==> src/rtl/sort_batch_ctrl.sv <==
// Batch controller for an external parallel sorter: gathers up to SIZE elements,
// pads short batches, waits out the sorter latency, then streams the sorted batch.
module sort_batch_ctrl #(
  parameter int VALUE_BITS   = 8,
  parameter int DEPTH        = 2,
  parameter int DIRECTION    = 0,
  parameter int SORT_LATENCY = 1,
  localparam int SIZE        = 1 << DEPTH
) (
  input  logic                       clk,
  input  logic                       rst_n,
  input  logic                       in_valid,
  output logic                       in_ready,
  input  logic [VALUE_BITS-1:0]      in_data,
  input  logic                       in_last,
  output logic                       out_valid,
  input  logic                       out_ready,
  output logic [VALUE_BITS-1:0]      out_data,
  output logic                       out_last,
  output logic [SIZE*VALUE_BITS-1:0] srt_in,
  input  logic [SIZE*VALUE_BITS-1:0] srt_out
);

  localparam int CW = DEPTH + 1;
  localparam int WW = $clog2(SORT_LATENCY + 1) + 1;
  localparam logic [VALUE_BITS-1:0] PAD = (DIRECTION == 0) ? '1 : '0;
  localparam logic [CW-1:0] ONE = CW'(1);
  localparam logic [CW-1:0] LAST_SLOT = CW'(SIZE - 1);
  localparam logic [WW-1:0] WAIT_ONE = WW'(1);
  localparam logic [WW-1:0] WAIT_DONE = WW'(SORT_LATENCY);

  typedef enum logic {FILL, SORT} state_t;

  state_t                state;
  logic [CW-1:0]         cnt;
  logic [CW-1:0]         n_fill;
  logic [CW-1:0]         n_out;
  logic [CW-1:0]         idx;
  logic [WW-1:0]         wcnt;
  logic                  drain;
  logic [VALUE_BITS-1:0] ibuf [SIZE];
  logic [VALUE_BITS-1:0] obuf [SIZE];

  logic in_xfer;
  logic fill_done;
  logic out_xfer;
  logic last_xfer;
  logic capture;

  assign in_ready  = (state == FILL);
  assign in_xfer   = in_valid && in_ready;
  assign fill_done = in_xfer && (in_last || cnt == LAST_SLOT);

  assign out_valid = drain;
  assign out_data  = obuf[idx[DEPTH-1:0]];
  assign out_last  = drain && (idx == n_out - ONE);
  assign out_xfer  = out_valid && out_ready;
  assign last_xfer = out_xfer && out_last;

  // The output buffer may be reloaded on the very edge its final element leaves.
  assign capture = (state == SORT) && (wcnt == WAIT_DONE) && (!drain || last_xfer);

  always_comb begin
    srt_in = '0;
    for (int unsigned i = 0; i < SIZE; i++) begin
      srt_in[i*VALUE_BITS +: VALUE_BITS] = ibuf[i];
    end
  end

  always_ff @(posedge clk) begin
    if (!rst_n) begin
      state  <= FILL;
      cnt    <= '0;
      n_fill <= '0;
      n_out  <= '0;
      idx    <= '0;
      wcnt   <= '0;
      drain  <= 1'b0;
      for (int unsigned i = 0; i < SIZE; i++) begin
        ibuf[i] <= PAD;
        obuf[i] <= '0;
      end
    end else begin
      case (state)
        FILL: begin
          if (in_xfer) begin
            ibuf[cnt[DEPTH-1:0]] <= in_data;
            cnt <= cnt + ONE;
            if (fill_done) begin
              for (int unsigned i = 0; i < SIZE; i++) begin
                if (i > 32'(cnt)) ibuf[i] <= PAD;
              end
              n_fill <= cnt + ONE;
              wcnt   <= '0;
              state  <= SORT;
            end
          end
        end
        SORT: begin
          if (wcnt != WAIT_DONE) begin
            wcnt <= wcnt + WAIT_ONE;
          end else if (capture) begin
            for (int unsigned i = 0; i < SIZE; i++) begin
              obuf[i] <= srt_out[i*VALUE_BITS +: VALUE_BITS];
            end
            n_out <= n_fill;
            cnt   <= '0;
            state <= FILL;
          end
        end
      endcase

      if (capture) begin
        drain <= 1'b1;
        idx   <= '0;
      end else if (out_xfer) begin
        idx <= idx + ONE;
        if (out_last) drain <= 1'b0;
      end
    end
  end

endmodule

==> config.mk <==
export PLATFORM = sky130hd
export DESIGN_NAME = sort_batch_ctrl
export DESIGN_NICKNAME = d
export VERILOG_FILES = /design/src/rtl/sort_batch_ctrl.sv
export SDC_FILE = /design/constraint.sdc
export NUM_CORES = 1
export LEC_CHECK = 0
export ABC_AREA = 1
export CORE_MARGIN = 5
export CORE_UTILIZATION = 30
export CTS_CLUSTER_SIZE = 20
export DETAILED_ROUTE_END_ITERATION = 10
export PLACE_DENSITY_LB_ADDON = 0.3
export SYNTH_ARGS = -nofsm -noshare
export SYNTH_HDL_FRONTEND = slang
export SYNTH_SLANG_ARGS = --single-unit
==> constraint.sdc <==
create_clock -name clk -period 2.45 [get_ports clk]
set_input_delay 0.49 -clock clk [delete_from_list [all_inputs] [get_ports clk]]
set_output_delay 0.49 -clock clk [all_outputs]
set_load 0.03 [all_outputs]
* Yosys cells after proc, flatten, opt, wreduce, memory -nomap -nowiden
Memories as Yosys holds them, arrays and structs flattened. A register that Yosys moved wholly into a read port is not among the register bits.
Cells that the tools add are included.
** Storage, ports and cells
- Flip-flop bits (word level) :: 16
- Bits in writable memories :: 64
- Input port bits :: 45
- Output and inout port bits :: 43
- Logic and storage cells :: 110
- Memories kept :: 2
** Memory list
- ibuf :: words 4, width 8, read ports 4, clocked after Yosys merged registers in 0, wr ports 4, RTL line 41 : logic [VALUE_BITS-1:0] ibuf [SIZE];
- obuf :: words 4, width 8, read ports 1, clocked after Yosys merged registers in 1, wr ports 4, RTL line 42 : logic [VALUE_BITS-1:0] obuf [SIZE];
** Operators by class
- Add/subtract/negate cells :: 4
- Magnitude comparators :: 3
- Equality and inequality tests :: 9
- Mux-type cells :: 56
- Bitwise gates (word level) :: 10
- Reduce and logical (&&, ||, !) cells :: 19
** Operators with widths (number)
- two-way mux 8 bit :: 8
- two-way mux 1 bit :: 36
- two-way mux 2 bit :: 6
- AND reduction 3 bit :: 4
- inequality test 2 x 1 -> 1 bit (second input constant) :: 5
- two-way mux 3 bit :: 3
- OR reduction 8 bit :: 1
- logical AND 1 bit :: 7
- OR 1 bit :: 7
- adder 3 x 1 -> 3 bit (second input constant) :: 2
- > comparator 2 x 3 -> 1 bit (first input constant) :: 2
- case mux 3 bit (2 select lines) :: 1
- case mux 2 bit (2 select lines) :: 1
- nonzero test 2 bit :: 2
- equality test 3 x 2 -> 1 bit (second input constant) :: 1
- equality test 3 bit :: 1
- > comparator 1 x 3 -> 1 bit (first input constant) :: 1
- NOT 1 bit :: 3
- subtractor 3 x 1 -> 3 bit (second input constant) :: 1
- adder 2 x 1 -> 2 bit (second input constant) :: 1
- equality test 2 x 1 -> 1 bit (second input constant) :: 1
- logical OR 1 bit :: 2
- inequality test 2 bit (second input constant) :: 1
- case mux 1 bit (2 select lines) :: 1
- other kinds (3) :: 3

* Logic depth before layout (Yosys ltp)
- Depth in word-level cells :: 12
- Depth in mapped cells :: 13
- Depth with buffers taken out :: 13

* Least setup slack after synthesis
OpenSTA, ideal clock, no wires.
- Path type :: register to register
- From :: register n_out[0]
- To :: memory obuf[0][0] (enable)
- Library setup time :: 0.378 ns
- Arrival time :: 1.643 ns
- Required time :: 2.072 ns
- Path slack :: 0.429 ns
- Stages on the path, launching flop included :: 10
- Clock period less this slack :: 2.021 ns
- Path through :: dfxtp_1 > inv_1 > ha_1 > nand2_1 > nand2_1 > nor2_1 > nand3_1 > nand2_2 > nand2_4 > nand2_2
** RTL lines
- from (decl) :: RTL line 37 : logic [CW-1:0] n_out;
- from (signal assigned) :: RTL line 106 : n_out <= n_fill;
- to (decl) :: RTL line 42

* Final worst setup path
- From :: register n_out[0]
- To :: output port out_last
** On the way
- Cells in the longest elaborated chain, start to end :: 3
** RTL lines
- subtractor 3 x 1 -> 3 bit :: RTL line 56 : assign out_last = drain && (idx == n_out - ONE);
- equality test 3 bit :: RTL line 56
- logical AND 1 bit :: RTL line 56
- to (decl) :: RTL line 19 : output logic out_last,
Every way passes these cells.

==> flow_summary.ini <==
[cts]
cts_tree = built
path_clk_slew_ps = 60
clockBufferDepth = 2
clk_latency_ps = 340
htree_levels = 3
cts_buffers = 9
holdBufCountCts = 0
cts_sinks = 82
root_buffer = clkbuf_16

[routing]
drtAntennaViolNets = 0
drc = 0
dr.pass1.iters = 4
drtIter0Drc = 159
wirelength_um = 8590
vias = 2636
vias_per_cell = 4.17
post_drt_wl_per_cell_um = 13.6

[logic_synthesis]
synth-seq-cells = 82
synth_cell_types = 26
netlist_instances = 350
netlist_area_sq_um = 3770
synthesis.area_per_instance_sq_um = 10.8
seq_area_frac_synth_pct = 60.6
synth_warnings = 0
syn_nets = 402

[job]
cap_violations = 0

[finish]
num_antenna_cells = 0
area_growth_pct = 39.3
final_nets = 507
drive_gt1_share_pct = 15.0
final_core_util_pct = 42.1

[global_routing]
busiest_layer = met2
track_usage_pct = 12.3
use_met2_pct = 19.7
overflow = 0
grt_pass1_vias = 2834
grt_max_degree = 25
gr-usage-met3_pct = 4.60
antenna_found_initial = 0
grt_pass1_wl_um = 14100
gr-usage-met1_pct = 15.3

[pwr]
total_leakage_power_nw = 2.06
cellPowerDensity_nw_per_um2 = 645
vdd_ir_drop_max_mv = 0.297

[die]
ioPinCount = 88
floorplan.core_area_sq_um = 12500
start_util_pct = 30.2
die_h_um = 122
rows = 41
design.die.area_sq_um = 14900
die_w_um = 122

[critical_path]
cp-end-kind = output port
cp_num_cells = 7
path_cells = inv_1, ha_1, nand2_1, nand2_1, nor2_1, and2_1, dlygate4sd2_1
worstPathRequired_ps = 1960
crit_family = buffers and inverters
cpPeakStageDelay_ps = 390
cp_max_fo = 3
crit_buf_inv = 2
critical_path_class = register to output port
crit_path_top_delay_cell = dlygate4sd2_1
cp-start-kind = register
worstPathArrival_ps = 1820
cpMostUsedCell = nand2_1
worst-r2r-cell-count = 13

[timing]
finalSetupViolations = 0
worstMarginPinSlew_ps = 398
finalCritPeriodShare_pct = 94.5
rsz0062_at_grt = no
relSlewSlack_pct = 73.4
hold_violations = 0
finalSetupTns_ps = 0
clock_skew_ps = 8.64
period_needed_ps = 2310
slew_viol_final = 0
fmax_mhz = 432

[status]
outcome = completed

[placed_design]
finalWeightedCongestion = 0.822
io_buffers = 87
dp_hpwl_um = 6350

[min_path]
whs_path_depth = 2
hold_class = register to register
-- cells by family (layout without fill, tap and decap cells) --
group                    count (synthesis)  after routing  share of synthesized area, %
XOR/XNOR                                 2              2                         0.465
buffers and inverters                   72            182                          8.54
AO/OA/AOI/OAI                           40             40                          5.78
AND/OR/NAND/NOR                        147            147                          22.3
adder cells (fa/ha/maj)                  7              7                          2.33
flip-flops                              82             82                          60.6
-- per-layer routing --
metal  vias up  wire length, um
met3        10              483
met5         -                0
met2        64             4210
met1      1222             3780
met4         0              112
li1       1340                -
-- synthesized netlist by cell type, drive strengths merged --
master,instances,share of area (%)
a21oi,7,1.0
a211oi,1,0.20
buf,3,1.6
dfxtp,18,9.6
ha,7,2.3
clkbuf,3,0.30
inv,66,6.6
o22ai,9,1.5
nand4,2,0.33
xor2,2,0.47
nand3b,1,0.20
nand3,13,1.7
and2,1,0.17
edfxtp,64,51
nor2,65,13
o21ai,23,3.1
nor3,1,0.27
nand2,64,6.7
-- flip-flops by register name, summed over array words and instances (netlist names), named ones only --
| signal | cells |
|---|---|
| obuf | 32 |
| idx | 3 |
| ibuf | 32 |
| n_out | 3 |
| out_valid | 1 |
| cnt | 3 |
| state | 1 |
| n_fill | 3 |
| wcnt | 2 |
-- layout make-up --
cell class                 count  area (sq um)
clock buffer                   9           225
clock inverter                 7          92.6
fill                        1205          7220
inverter                      66           254
multi-input combinational    196          1160
sequential                    82          2280
tap                          172           215
timing repair buffer         100          1010
-- path summary, 6_finish.rpt --
kind,end,slack [ps],from
max,out_last,140,n_out[0]$_SDFFE_PN0P_
min reg2reg,wcnt[1]$_SDFFE_PN0P_,470,wcnt[1]$_SDFFE_PN0P_
min,wcnt[1]$_SDFFE_PN0P_,470,wcnt[1]$_SDFFE_PN0P_
max reg2reg,obuf[2][0]$_SDFFCE_PN0P_,440,n_out[0]$_SDFFE_PN0P_
-- report_power, final --
part	total, mW	internal (mW)	leakage [nW]	switching, mW
sequential	1.58	1.56	0.710	0.0249
combinational	0.365	0.151	1.20	0.214
clock	1.43	0.890	0.149	0.545
-- timing repair --
action	CTS	global route
gates cloned	0	0
endpoints found under the hold margin	0	0
gates resized for setup	5	5
endpoints found under the setup margin	8	5
setup buffers	0	3
pin swaps	0	0
-- per-stage QoR --
step	cells	worst slack (ps)	power [mW]	hold WS [ps]	instance area (sq um)
global route	632	2.40	3.53	492	5250
floorplan	350	429	1.81	423	3770
detailed placement	613	203	1.98	460	4890
CTS	629	6.95	3.44	471	5210
global placement	613	248	1.98	441	4890
finish	632	136	3.38	472	5250
-- tightest hold or removal path, cell delays in order, from the launching register on --
cell and delay [ps]:
dfxtp_1 310, nand2_1 60, a21oi_1 50
-- cell usage in the layout (no fill, tap or decap), drive strengths merged --
cell type,synthesis,final
nor2,65,65
a21oi,7,7
o22ai,9,9
clkdlybuf4s50,0,78
nor3,1,1
clkinvlp,0,3
and2,1,1
nand2,64,64
nand4,2,2
dfxtp,18,18
ha,7,7
edfxtp,64,64
nand3b,1,1
xor2,2,2
a211oi,1,1
clkbuf,3,9
o21ai,23,23
dlymetal6s2s,0,5
dlygate4sd2,0,4
clkinv,0,2
bufinv,0,2
nand3,13,13
buf,3,13
inv,66,66
No activity file was read; power rests on OpenSTA's default activity.
